[src/rtl/mem_stage_pkg.sv]
// Shared definitions for the memory-access pipeline stage: FSM encoding,
// default datapath width and the fill bit used for a timed-out load.
package mem_stage_pkg;

  localparam int DATA_W_DEF = 16;

  // A timed-out load returns all ones, replicated to the datapath width.
  localparam logic LOAD_ERR_FILL = 1'b1;

  typedef enum logic [1:0] {
    IDLE   = 2'b00,
    ACCESS = 2'b01,
    DONE   = 2'b10
  } mem_state_e;

endpackage

[src/rtl/mem_timeout_counter.sv]
// Counts ACCESS cycles and flags expiry on the TIMEOUT-th cycle so the
// stage can abandon a request that memory never acknowledges.
module mem_timeout_counter #(
  parameter int TIMEOUT = 255
) (
  input  logic clock,
  input  logic reset,
  input  logic clr,
  input  logic en,
  output logic expired
);

  localparam int CNT_W = $clog2(TIMEOUT + 1);

  logic [CNT_W-1:0] cnt_q, cnt_d;

  // Counter holds the number of completed ACCESS cycles, so the last one is TIMEOUT-1.
  assign expired = en && (cnt_q == CNT_W'(TIMEOUT - 1));

  always_comb begin
    cnt_d = cnt_q;
    if (clr)
      cnt_d = '0;
    else if (en && !expired)
      cnt_d = cnt_q + CNT_W'(1);
  end

  always_ff @(posedge clock or negedge reset) begin
    if (!reset) cnt_q <= '0;
    else        cnt_q <= cnt_d;
  end

endmodule

[src/rtl/mem_access_stage.sv]
// MEM stage: runs loads/stores over a req/ack handshake and stalls the pipe
// until done. Optional abort-on-timeout is built when MEM_TIMEOUT_EN is defined.
module mem_access_stage
  import mem_stage_pkg::*;
#(
  parameter int DATA_W  = DATA_W_DEF,
  parameter int ADDR_W  = 16,
  parameter int TIMEOUT = 255
) (
  input  logic              clock,
  input  logic              reset,
  input  logic              valid_MEM,
  input  logic              memRead_MEM,
  input  logic              memWrite_MEM,
  input  logic [DATA_W-1:0] aluResult_MEM,
  input  logic [DATA_W-1:0] storeData_MEM,
  output logic              memReq,
  output logic              memWe,
  output logic [ADDR_W-1:0] memAddr,
  output logic [DATA_W-1:0] memWData,
  input  logic              memAck,
  input  logic [DATA_W-1:0] memRData,
  output logic [DATA_W-1:0] loadData,
  output logic              stall,
  output logic              changeEnable,
  output logic              memError
);

  mem_state_e        state_q, state_d;
  logic              req_q, req_d;
  logic              we_q, we_d;
  logic [ADDR_W-1:0] addr_q, addr_d;
  logic [DATA_W-1:0] wdata_q, wdata_d;
  logic [DATA_W-1:0] ld_q, ld_d;
  logic              mem_op;
  logic              acc_start;
  logic              expired;

  assign mem_op = valid_MEM & (memRead_MEM | memWrite_MEM);

`ifdef MEM_TIMEOUT_EN
  logic err_q, err_d;

  mem_timeout_counter #(.TIMEOUT(TIMEOUT)) u_timeout (
    .clock   (clock),
    .reset   (reset),
    .clr     (acc_start),
    .en      (state_q == ACCESS),
    .expired (expired)
  );

  always_comb begin
    err_d = err_q;
    if (state_q == ACCESS && !memAck && expired) err_d = 1'b1;
  end

  always_ff @(posedge clock or negedge reset) begin
    if (!reset) err_q <= 1'b0;
    else        err_q <= err_d;
  end

  assign memError = err_q;
`else
  assign expired  = 1'b0;
  assign memError = 1'b0;
`endif

  always_comb begin
    state_d   = state_q;
    req_d     = req_q;
    we_d      = we_q;
    addr_d    = addr_q;
    wdata_d   = wdata_q;
    ld_d      = ld_q;
    stall     = 1'b0;
    acc_start = 1'b0;
    case (state_q)
      IDLE: begin
        if (mem_op) begin
          stall     = 1'b1;
          acc_start = 1'b1;
          state_d   = ACCESS;
          req_d     = 1'b1;
          // Read+write together is resolved as a store.
          we_d      = memWrite_MEM;
          addr_d    = aluResult_MEM[ADDR_W-1:0];
          wdata_d   = storeData_MEM;
        end
      end
      ACCESS: begin
        stall = 1'b1;
        // An ack on the expiry edge is a normal completion.
        if (memAck) begin
          state_d = DONE;
          req_d   = 1'b0;
          if (!we_q) ld_d = memRData;
        end else if (expired) begin
          state_d = DONE;
          req_d   = 1'b0;
          if (!we_q) ld_d = {DATA_W{LOAD_ERR_FILL}};
        end
      end
      DONE:    state_d = IDLE;
      default: state_d = IDLE;
    endcase
  end

  always_ff @(posedge clock or negedge reset) begin
    if (!reset) begin
      state_q <= IDLE;
      req_q   <= 1'b0;
      we_q    <= 1'b0;
      addr_q  <= '0;
      wdata_q <= '0;
      ld_q    <= '0;
    end else begin
      state_q <= state_d;
      req_q   <= req_d;
      we_q    <= we_d;
      addr_q  <= addr_d;
      wdata_q <= wdata_d;
      ld_q    <= ld_d;
    end
  end

  assign memReq       = req_q;
  assign memWe        = we_q;
  assign memAddr      = addr_q;
  assign memWData     = wdata_q;
  assign loadData     = ld_q;
  assign changeEnable = ~stall;

endmodule

[config.mk]
export PLATFORM = sky130hd
export DESIGN_NAME = mem_access_stage
export DESIGN_NICKNAME = d
export VERILOG_FILES = /design/src/rtl/mem_stage_pkg.sv /design/src/rtl/mem_timeout_counter.sv /design/src/rtl/mem_access_stage.sv
export SDC_FILE = /design/constraint.sdc
export NUM_CORES = 1
export LEC_CHECK = 0
export BUFFER_PORTS_ARGS = -buffer_cell sky130_fd_sc_hd__buf_2
export CORE_UTILIZATION = 45
export DETAILED_ROUTE_END_ITERATION = 8
export GPL_TIMING_DRIVEN = 0
export PLACE_DENSITY = 0.79
export SLEW_MARGIN = 20
export SYNTH_ARGS = -nofsm -noshare
export SYNTH_HDL_FRONTEND = slang
export SYNTH_SLANG_ARGS = --single-unit
[constraint.sdc]
create_clock -name clock -period 4 [get_ports clock]
set_input_delay 0 -clock clock [delete_from_list [all_inputs] [get_ports clock]]
set_output_delay 0 -clock clock [all_outputs]
set_load 0.1 [all_outputs]
Yosys cells after proc, flatten, opt, wreduce, memory -nomap -nowiden
Cells that the tools add are included.
{"block": "word_totals", "ff_bits": 52, "in_bits": 54, "wordCells": 27}
{"block": "classes", "eq_ne": 3, "mux": 8, "bitwise_logic": 4, "n_reduce_logical": 6}
{"cell": "AND reduction 3 bit", "n": 2}
{"cell": "2-to-1 mux 2 bit", "n": 2}
{"cell": "inequality test 2 bit (second input constant)", "n": 2}
{"cell": "case mux 1 bit (2 select lines)", "n": 2}
{"cell": "case mux 2 bit (2 select lines)", "n": 1}
{"cell": "AND reduction 2 bit", "n": 2}
{"cell": "2-to-1 mux 1 bit", "n": 3}
{"cell": "equality test 2 x 1 -> 1 bit (second input constant)", "n": 1}
{"cell": "logical NOT 2 bit", "n": 1}
{"cell": "inverter 1 bit", "n": 2}
{"cell": "nonzero test 2 bit", "n": 1}
{"cell": "AND 1 bit", "n": 1}
{"cell": "bitwise OR 1 bit", "n": 1}

Logic depth before layout (Yosys ltp)
Gate-level depths: netlist of the first run.
{"block": "logic_depth", "ltp_word": 5, "depth_mapped": 5, "ltp_nobuf": 3}

Worst setup path before layout of the first run
No wires, ideal clock.
{"block": "synth_timing", "path_type": "reg2reg", "startpoint": "register we_q, in the netlist memWe", "endpoint": "register ld_q[10], in the netlist loadData[10]", "setup_time_ps": 125, "arrival_ps": 1686, "path_slack_ps": 2189, "path_stages_with_launch": 4, "n_path_buf": 1, "period_less_slack_ps": 1811, "cell_sequence": "dfrtp_1 -> nor2_2 -> buf_4 -> mux2_2"}
{"block": "synth_via", "elab_chain_len": 2}
{"element": "start, declared", "line": "mem_access_stage.sv:31", "rtl": "logic we_q, we_d;"}
{"element": "start signal, assigned", "line": "mem_access_stage.sv:119", "rtl": "we_q <= we_d;"}
{"element": "inverter 1 bit (no line)"}
{"element": "AND reduction 3 bit (no line)"}
{"element": "end signal, assigned", "line": "mem_access_stage.sv:122", "rtl": "ld_q <= ld_d;"}
{"element": "end, declared", "line": "mem_access_stage.sv:34", "rtl": "logic [DATA_W-1:0] ld_q, ld_d;"}
No other way between the ends.
A chain may end at the register's enable or synchronous reset.

Worst setup path in the final report of the first run
{"block": "layout_timing", "startpoint": "register state_q[1]", "endpoint": "register ld_q[13], in the netlist loadData[13]"}
{"block": "layout_via", "elab_chain_len": 2}
{"element": "start, declared", "line": "mem_access_stage.sv:29", "rtl": "mem_state_e state_q, state_d;"}
{"element": "start signal, assigned", "line": "mem_access_stage.sv:117", "rtl": "state_q <= state_d;"}
{"element": "equality test 2 x 1 -> 1 bit", "line": "mem_access_stage.sv:77", "rtl": "case (state_q)"}
{"element": "AND reduction 3 bit (no line)"}
No other way between the ends.

==> results.py, run 1 <==
metrics = {
    "run_status": {
        "outcome": "finished, final reports clean",
    },
    "global_route": {
        "grt_use_met1": 0.249,
        "antenna_found_initial": 0,
        "grt_max_degree": 29,
        "grtUsageTotal": 0.217,
        "grtUsageMet3": 0.0693,
        "grt-ovfl-total": 0,
        "busiest_layer": "met2",
        "use_met2": 0.386,
        "grt_pass1_wl_microns": 8200,
        "grt_pass1_vias": 1735,
    },
    "timing": {
        "fin_setup_tns_ps": 0,
        "hold_viol": 0,
        "skew_ps": 7.76,
        "worst_pin_slew_ps": 571,
        "worst_slack_ps": 2310,
        "max_freq_mhz": 592,
        "fin_crit_ps": 1690,
        "setup_viol_count_final": 0,
        "rsz0062_at_grt": "no",
        "slew_headroom": 0.620,
        "layout_worst_path_cycle_share": 0.422,
        "slew_viol_final": 0,
    },
    "worst_setup_path": {
        "crit_required_ps": 4190,
        "slowest_delay_ps": 410,
        "cp-end-kind": "flop",
        "cp_top_family": "simple AND/OR/NAND/NOR gates",
        "crit_type": "flop to flop",
        "crit_fanout": 10,
        "start_kind": "flop",
        "path_cells": "nand3b_1 > nor2_2 > buf_4 > mux2_2",
        "crit_slowest_cell": "dfrtp_1",
        "worst-path-buf-inv": 1,
        "arrival_ps": 1880,
    },
    "placed_design": {
        "port_buffers": 105,
        "placed_cell_area_sq_um": 2720,
        "post-place-ws_ps": 2290,
        "dp_hpwl_microns": 3120,
        "gp_congestion": 0.746,
    },
    "clocking": {
        "postCtsSetupBuffers": 0,
        "cts_sinks": 52,
        "clk_pin_slew_worst_paths_ps": 90,
        "cts_root_buf": "clkbuf_8",
        "cts_buffer_depth": 2,
        "cts_made_buffers": 5,
        "htree_levels": 2,
        "cts_tree": "done",
        "clock_latency_ps": 300,
    },
    "floorplanning": {
        "die_h_microns": 70.4,
        "start_util": 0.478,
        "ioPinCount": 107,
        "rows": 24,
        "die_area_sq_um": 4960,
        "fp.dieW_microns": 70.4,
        "coreArea_sq_um": 4410,
    },
    "synth": {
        "synth_cells": 119,
        "synth_seq_cells": 52,
        "netlist_area_sq_um": 2110,
        "syn_area_per_cell_sq_um": 17.7,
        "seq_area_frac_synth": 0.617,
        "synth_area_leaders": "dfrtp_1, mux2_4, mux2_2",
        "yosys.area.top_type": "dfrtp_1",
        "synth_cell_type_count": 15,
        "synth_nets": 173,
        "synth_top_area_frac": 0.617,
        "yosys_warnings": 0,
    },
    "final_layout": {
        "stdcell_area_sq_um": 3310,
        "num-nets-final": 337,
        "post-route-util": 0.750,
        "diodes": 0,
        "syn_to_final_growth_pct": 57.0,
        "drive_above_1_share": 0.601,
    },
    "drt": {
        "wirelength_microns": 5060,
        "dr_total_vias": 1562,
        "drc": 0,
        "avgViaCountPerCell": 4.66,
        "wire_per_inst_microns": 15.1,
        "firstDrtPassIters": 4,
        "first_iter_violations": 53,
        "drtAntennaViolNets": 0,
    },
    "job": {
        "drv_cap": 0,
    },
    "worst_hold_path": {
        "hp-class": "primary input to asynchronous set/reset pin",
    },
}
==> layout by cell type (no fill, tap or decap), drive strengths merged <==
cell         count
clkbuf           5
clkinvlp         1
o21ai            1
a21o             1
buf            112
inv              3
dlygate4sd3     51
clkinv           1
nand2            2
nand3b           1
conb             1
nor2             1
o31ai            1
dfrtp           52
or3              1
mux2            49
==> cell families after synthesis <==
| kind of cell | Yosys count | share of synthesized area |
|---|---|---|
| multiplexers | 49 | 0.312 |
| other | 1 | 0.00178 |
| AND/OR/NAND/NOR | 5 | 0.0131 |
| AO/OA/AOI/OAI | 3 | 0.0101 |
| flip-flops | 52 | 0.617 |
| buffers and inverters | 9 | 0.0463 |
==> state kept, by name, summed over array words and instances (netlist names) <==
signal,cells
memReq,1
memAddr,16
state_q,2
memWe,1
loadData,16
memWData,16
==> per-layer routing <==
| metal | vias up | share of wire |
|---|---|---|
| met5 | - | 0 |
| met4 | 0 | 0.013 |
| met3 | 8 | 0.078 |
| met2 | 73 | 0.51 |
| met1 | 747 | 0.40 |
| li1 | 734 | - |
==> through the flow <==
step                hold slack, ps  cells
CTS                            236    335
detailed placement            30.2    277
global route                   272    335
finish                         225    335
floorplan                     -296    119
global placement               191    276
==> Yosys cell counts <==
cell type / count
a21o_2: 1
buf_12: 3
buf_4: 2
buf_6: 1
conb_1: 1
dfrtp_1: 52
inv_1: 3
mux2_2: 21
mux2_4: 28
nand2_1: 2
nand3b_1: 1
nor2_2: 1
o21ai_1: 1
o31ai_1: 1
or3_1: 1
==> cell type report <==
class	instances	area (sq um)
Clock inverter	2	12.5
Clock buffer	5	68.8
Timing Repair Buffer	157	1060
Fill cell	276	1100
Inverter	3	11.3
Multi-Input combinational cell	58	709
Tap cell	52	65.1
Buffer	6	86.3
Sequential cell	52	1300
==> worst register-to-register path: stages (launching register included) <==
cell and delay, ps:
dfrtp_1 410, nand3b_1 230, nor2_2 330, buf_4 260
mux2_2 360
==> path summary, 6_finish.rpt <==
check,slack (ps),startpoint,cells after the start,to
setup / recovery,2310,state_q[1],4,loadData[13]
hold / removal,230,reset,2,loadData[14]
setup reg to reg,2310,state_q[1],4,loadData[13]
hold reg to reg,490,memReq,2,memReq
max in group asynchronous,3220,reset,3,memWData[4]
min in group clock,360,valid_MEM,5,memAddr[2]
==> what timing repair did <==
| item | 4_1_cts | 5_1_grt |
|---|---|---|
| resized for setup | 0 | 0 |
| endpoints found under the hold margin | 74 | 0 |
| hold buffers | 51 | 0 |
Power of run 1 is left out: the tool's default activity adds up to more than one toggle a clock period on the data nets, which glitch-free logic cannot reach.
==> inputs of run 2 (changes only) <==
==> constraint.sdc (replaced) <==
create_clock -name clock -period 1.64 [get_ports clock]
set_input_delay 0 -clock clock [delete_from_list [all_inputs] [get_ports clock]]
set_output_delay 0 -clock clock [all_outputs]
set_load 0.1 [all_outputs]
==> run 2 against run 1 <==
- critical path depth is the same
- hold slack got worse by 13 ps
- global-route usage down 0.90 points
- sequential cell count did not move
- setup slack got worse by 2200 ps
- sequential share of layout area is 0.27 points lower
==> results.py, run 2 (synthesis gave the netlist of run 1 again) <==
metrics = {
    "run_status": {
        "outcome": "finished, final reports clean",
    },
    "clocking": {
        "clk_pin_slew_worst_paths_ps": 90,
        "cts_sinks": 52,
        "htree_levels": 2,
        "cts_buffer_depth": 2,
        "cts_root_buf": "clkbuf_8",
        "clock_latency_ps": 300,
        "cts_made_buffers": 5,
        "cts_tree": "done",
    },
    "drt": {
        "drtAntennaViolNets": 0,
        "firstDrtPassIters": 4,
        "drc": 0,
        "wire_per_inst_microns": 15.0,
        "first_iter_violations": 88,
        "wirelength_microns": 5070,
        "avgViaCountPerCell": 4.71,
        "dr_total_vias": 1588,
    },
    "timing": {
        "slew_headroom": 0.640,
        "skew_ps": 6.60,
        "worst_slack_ps": 110,
        "hold_viol": 0,
        "layout_worst_path_cycle_share": 0.933,
        "fin_setup_tns_ps": 0,
        "setup_viol_count_final": 0,
        "whs_ps": 212,
        "worst_pin_slew_ps": 540,
        "slew_viol_final": 0,
        "fin_crit_ps": 1530,
        "max_freq_mhz": 654,
        "rsz0062_at_grt": "no",
    },
    "floorplanning": {
        "rows": 24,
        "die_h_microns": 70.4,
        "coreArea_sq_um": 4410,
        "die_area_sq_um": 4960,
        "ioPinCount": 107,
        "start_util": 0.478,
        "fp.dieW_microns": 70.4,
    },
    "worst_setup_path": {
        "timing.rr.start": "state_q[1]",
        "crit_type": "flop to flop",
        "crit_required_ps": 1830,
        "start_kind": "flop",
        "cp-end-kind": "flop",
        "crit_slowest_cell": "dfrtp_1",
        "arrival_ps": 1720,
        "critical_path.startpoint": "state_q[1]",
        "slowest_delay_ps": 420,
        "crit_fanout": 10,
        "path_cells": "or3_1 > buf_6 > buf_12 > mux2_4",
    },
    "final_layout": {
        "drive_above_1_share": 0.604,
        "syn_to_final_growth_pct": 58.3,
        "num-nets-final": 338,
        "layout_commonest_cell": "buf_2",
        "diodes": 0,
        "mostFrequentLayoutCells": "buf_2, dlygate4sd3_1, dfrtp_1, mux2_4, mux2_2",
        "stdcell_area_sq_um": 3340,
    },
    "global_route": {
        "grtUsageTotal": 0.208,
        "grt-ovfl-total": 0,
        "grt_pass1_wl_microns": 8000,
        "antenna_found_initial": 0,
        "grt_pass1_vias": 1728,
        "grt_max_degree": 31,
    },
    "placed_design": {
        "post-place-ws_ps": -44.6,
        "port_buffers": 105,
        "dp_hpwl_microns": 3050,
        "gp_congestion": 0.698,
        "placed_cell_area_sq_um": 2720,
    },
    "job": {
        "drv_cap": 0,
    },
    "worst_hold_path": {
        "hp-class": "primary input to asynchronous set/reset pin",
    },
}
-- run 2: cell types whose count changed in the layout (fill, tap and decap cells not counted), sizes merged --
cell and change:
clkinv -1, buf +1, clkbuf +2
-- run 2: metal layers --
| metal | routed length [microns] | vias to the layer above | track usage | share of wire |
|---|---|---|---|---|
| li1 | - | 740 | - | - |
| met1 | 1990 | 764 | 0.237 | 0.39 |
| met2 | 2630 | 77 | 0.381 | 0.52 |
| met3 | 380 | 7 | 0.0592 | 0.075 |
| met4 | 64 | 0 | 0.0489 | 0.013 |
| met5 | 0 | - | 0 | 0 |
-- run 2: layout make-up --
type,instances,area [sq um]
Buffer,6,86.3
Clock inverter,1,7.51
Clock buffer,7,86.3
Fill cell,262,1080
Sequential cell,52,1300
Timing Repair Buffer,158,1060
Inverter,3,11.3
Multi-Input combinational cell,58,714
Tap cell,52,65.1
-- run 2: path summary, 6_finish.rpt --
kind	cells past startpoint	to	slack (ps)
max	4	memAddr[6]	110
min	2	memAddr[10]	210
max reg2reg	4	memAddr[6]	110
min reg2reg	2	memReq	490
max in group asynchronous	3	memWe	870
min in group clock	5	memAddr[3]	410
-- run 2: timing repair --
| item | in CTS | in global routing |
|---|---|---|
| hold buffers | 51 | 0 |
| pin swaps | 0 | 1 |
| setup buffers | 0 | 1 |
| gates resized for setup | 1 | 0 |
| endpoints found under the setup margin | 10 | 10 |
| hold endpoints to repair | 72 | 0 |
-- run 2: through the flow --
| step | utilization | cells |
|---|---|---|
| after detailed placement | 0.616 | 277 |
| after global placement | 0.612 | 276 |
| after floorplan | - | 119 |
| after global routing | 0.756 | 337 |
| after CTS | 0.754 | 336 |
| final | 0.756 | 337 |
-- run 2: critical path: cells and delay by family (launching register included) --
kind	cells	cell delay (ps)
flip-flops	1	420
AND/OR/NAND/NOR	1	390
buffers and inverters	2	310
multiplexers	1	300
Power of run 2 is left out for the same reason.
==> inputs of run 3 (changes only) <==
--- a/config.mk
+++ b/config.mk
@@ -8,7 +8,6 @@
 export BUFFER_PORTS_ARGS = -buffer_cell sky130_fd_sc_hd__buf_2
 export CORE_UTILIZATION = 45
 export DETAILED_ROUTE_END_ITERATION = 8
-export GPL_TIMING_DRIVEN = 0
 export PLACE_DENSITY = 0.79
 export SLEW_MARGIN = 20
 export SYNTH_ARGS = -nofsm -noshare
==> run 3 against run 2 <==
- non-clock buffer count decreased by 4
- clock skew rose by 1.9 ps
- setup slack worse by 51 ps
- register-to-register slack got worse by 50 ps
- hold slack lost 5.7 ps
- highest routed layer unchanged
==> results.py, run 3 (synthesis gave the netlist of run 1 again) <==
metrics = {
    "clocking": {
        "htree_levels": 2,
        "clock_latency_ps": 300,
        "postCtsSetupBuffers": 0,
        "cts_sinks": 52,
        "cts_buffer_depth": 2,
        "cts_tree": "done",
        "clk_pin_slew_worst_paths_ps": 90,
        "cts_made_buffers": 5,
        "cts_root_buf": "clkbuf_8",
    },
    "drt": {
        "drtAntennaViolNets": 0,
        "wire_per_inst_microns": 14.7,
        "drc": 0,
        "wirelength_microns": 4910,
        "first_iter_violations": 49,
        "dr_total_vias": 1532,
        "avgViaCountPerCell": 4.60,
        "firstDrtPassIters": 4,
    },
    "job": {
        "drv_cap": 0,
    },
    "timing": {
        "max_freq_mhz": 633,
        "setup_viol_count_final": 0,
        "skew_ps": 8.47,
        "hold_viol": 0,
        "layout_worst_path_cycle_share": 0.964,
        "worst_pin_slew_ps": 534,
        "fin_setup_tns_ps": 0,
        "slew_headroom": 0.644,
        "rsz0062_at_grt": "no",
        "fin_crit_ps": 1580,
        "slew_viol_final": 0,
    },
    "worst_setup_path": {
        "cp_top_family": "simple AND/OR/NAND/NOR gates",
        "worst-path-buf-inv": 1,
        "cp-end-kind": "flop",
        "crit_required_ps": 1830,
        "crit_type": "flop to flop",
        "start_kind": "flop",
        "slowest_delay_ps": 530,
        "crit_fanout": 32,
        "crit_slowest_cell": "or3_2",
        "path_cells": "or3_2 > buf_12 > mux2_4",
        "arrival_ps": 1770,
    },
    "final_layout": {
        "drive_above_1_share": 0.605,
        "mostFrequentLayoutCells": "buf_2, dlygate4sd3_1, dfrtp_1, mux2_4, mux2_2",
        "syn_to_final_growth_pct": 57.4,
        "layout_commonest_cell": "buf_2",
        "num-nets-final": 334,
        "diodes": 0,
    },
    "floorplanning": {
        "ioPinCount": 107,
        "coreArea_sq_um": 4410,
        "start_util": 0.478,
        "rows": 24,
        "die_area_sq_um": 4960,
        "die_h_microns": 70.4,
        "fp.dieW_microns": 70.4,
    },
    "placed_design": {
        "port_buffers": 105,
        "gp_congestion": 0.665,
    },
    "worst_hold_path": {
        "hp-class": "primary input to asynchronous set/reset pin",
    },
    "run_status": {
        "outcome": "finished, final reports clean",
    },
    "global_route": {
        "grt_pass1_wl_microns": 7960,
        "grt_max_degree": 33,
        "grt-ovfl-total": 0,
        "grt_pass1_vias": 1663,
        "antenna_found_initial": 0,
        "grtUsageTotal": 0.210,
    },
}
run 3: cell count changes in the layout (fill, tap and decap cells not counted), sizes merged:
cell      before  now
bufinv         0    1
buf          113  109
clkinvlp       1    0
run 3: through the flow:
step                      worst slack (ps)  std cells  hold slack (ps)   util  cell area, sq um
after CTS                             51.8        333              221  0.752              3320
after global placement                 100        274             11.8  0.608              2680
after detailed placement              70.3        274             13.5  0.608              2680
after floorplan                       51.7        119             -296      -              2110
after global routing                  21.9        333              253  0.752              3320
final                                 59.2        333              206  0.752              3320
run 3: per-layer routing:
layer,vias up,wire [microns],global-route usage,share of wire
met2,76,2540,0.374,0.52
met5,-,0,0,0
met3,9,313,0.0505,0.064
met1,718,1970,0.248,0.40
li1,729,-,-,-
met4,0,86,0.0667,0.018
run 3: what timing repair did:
action                                 in CTS  in global routing
hold buffers                               51                  0
resized for setup                           0                  0
endpoints found under the hold margin      72                  0
run 3: final cells by class:
cell class | count | area (sq um)
fillers | 277 | 1090
clock inverters | 1 | 30.0
flip-flops and latches | 52 | 1300
repair buffers | 160 | 1100
clock buffers | 7 | 96.3
multi-input cells | 58 | 711
inverters | 3 | 11.3
well taps | 52 | 65.1
run 3: worst register-to-register path, stage by stage, from the launching register on:
cell	delay, ps
dfrtp_1	410
or3_2	530
buf_12	210
mux2_4	340
run 3: path summary, 6_finish.rpt:
check,startpoint,slack [ps],depth (start not counted),endpoint
setup / recovery,state_q[1],60,3,memAddr[13]
min in group clock,valid_MEM,380,5,memWData[2]
hold / removal,reset,210,2,memAddr[8]
hold reg to reg,memReq,490,2,memReq
max in group asynchronous,reset,890,3,memWData[4]
setup reg to reg,state_q[1],60,3,memAddr[13]
Power of run 3 is left out for the same reason.
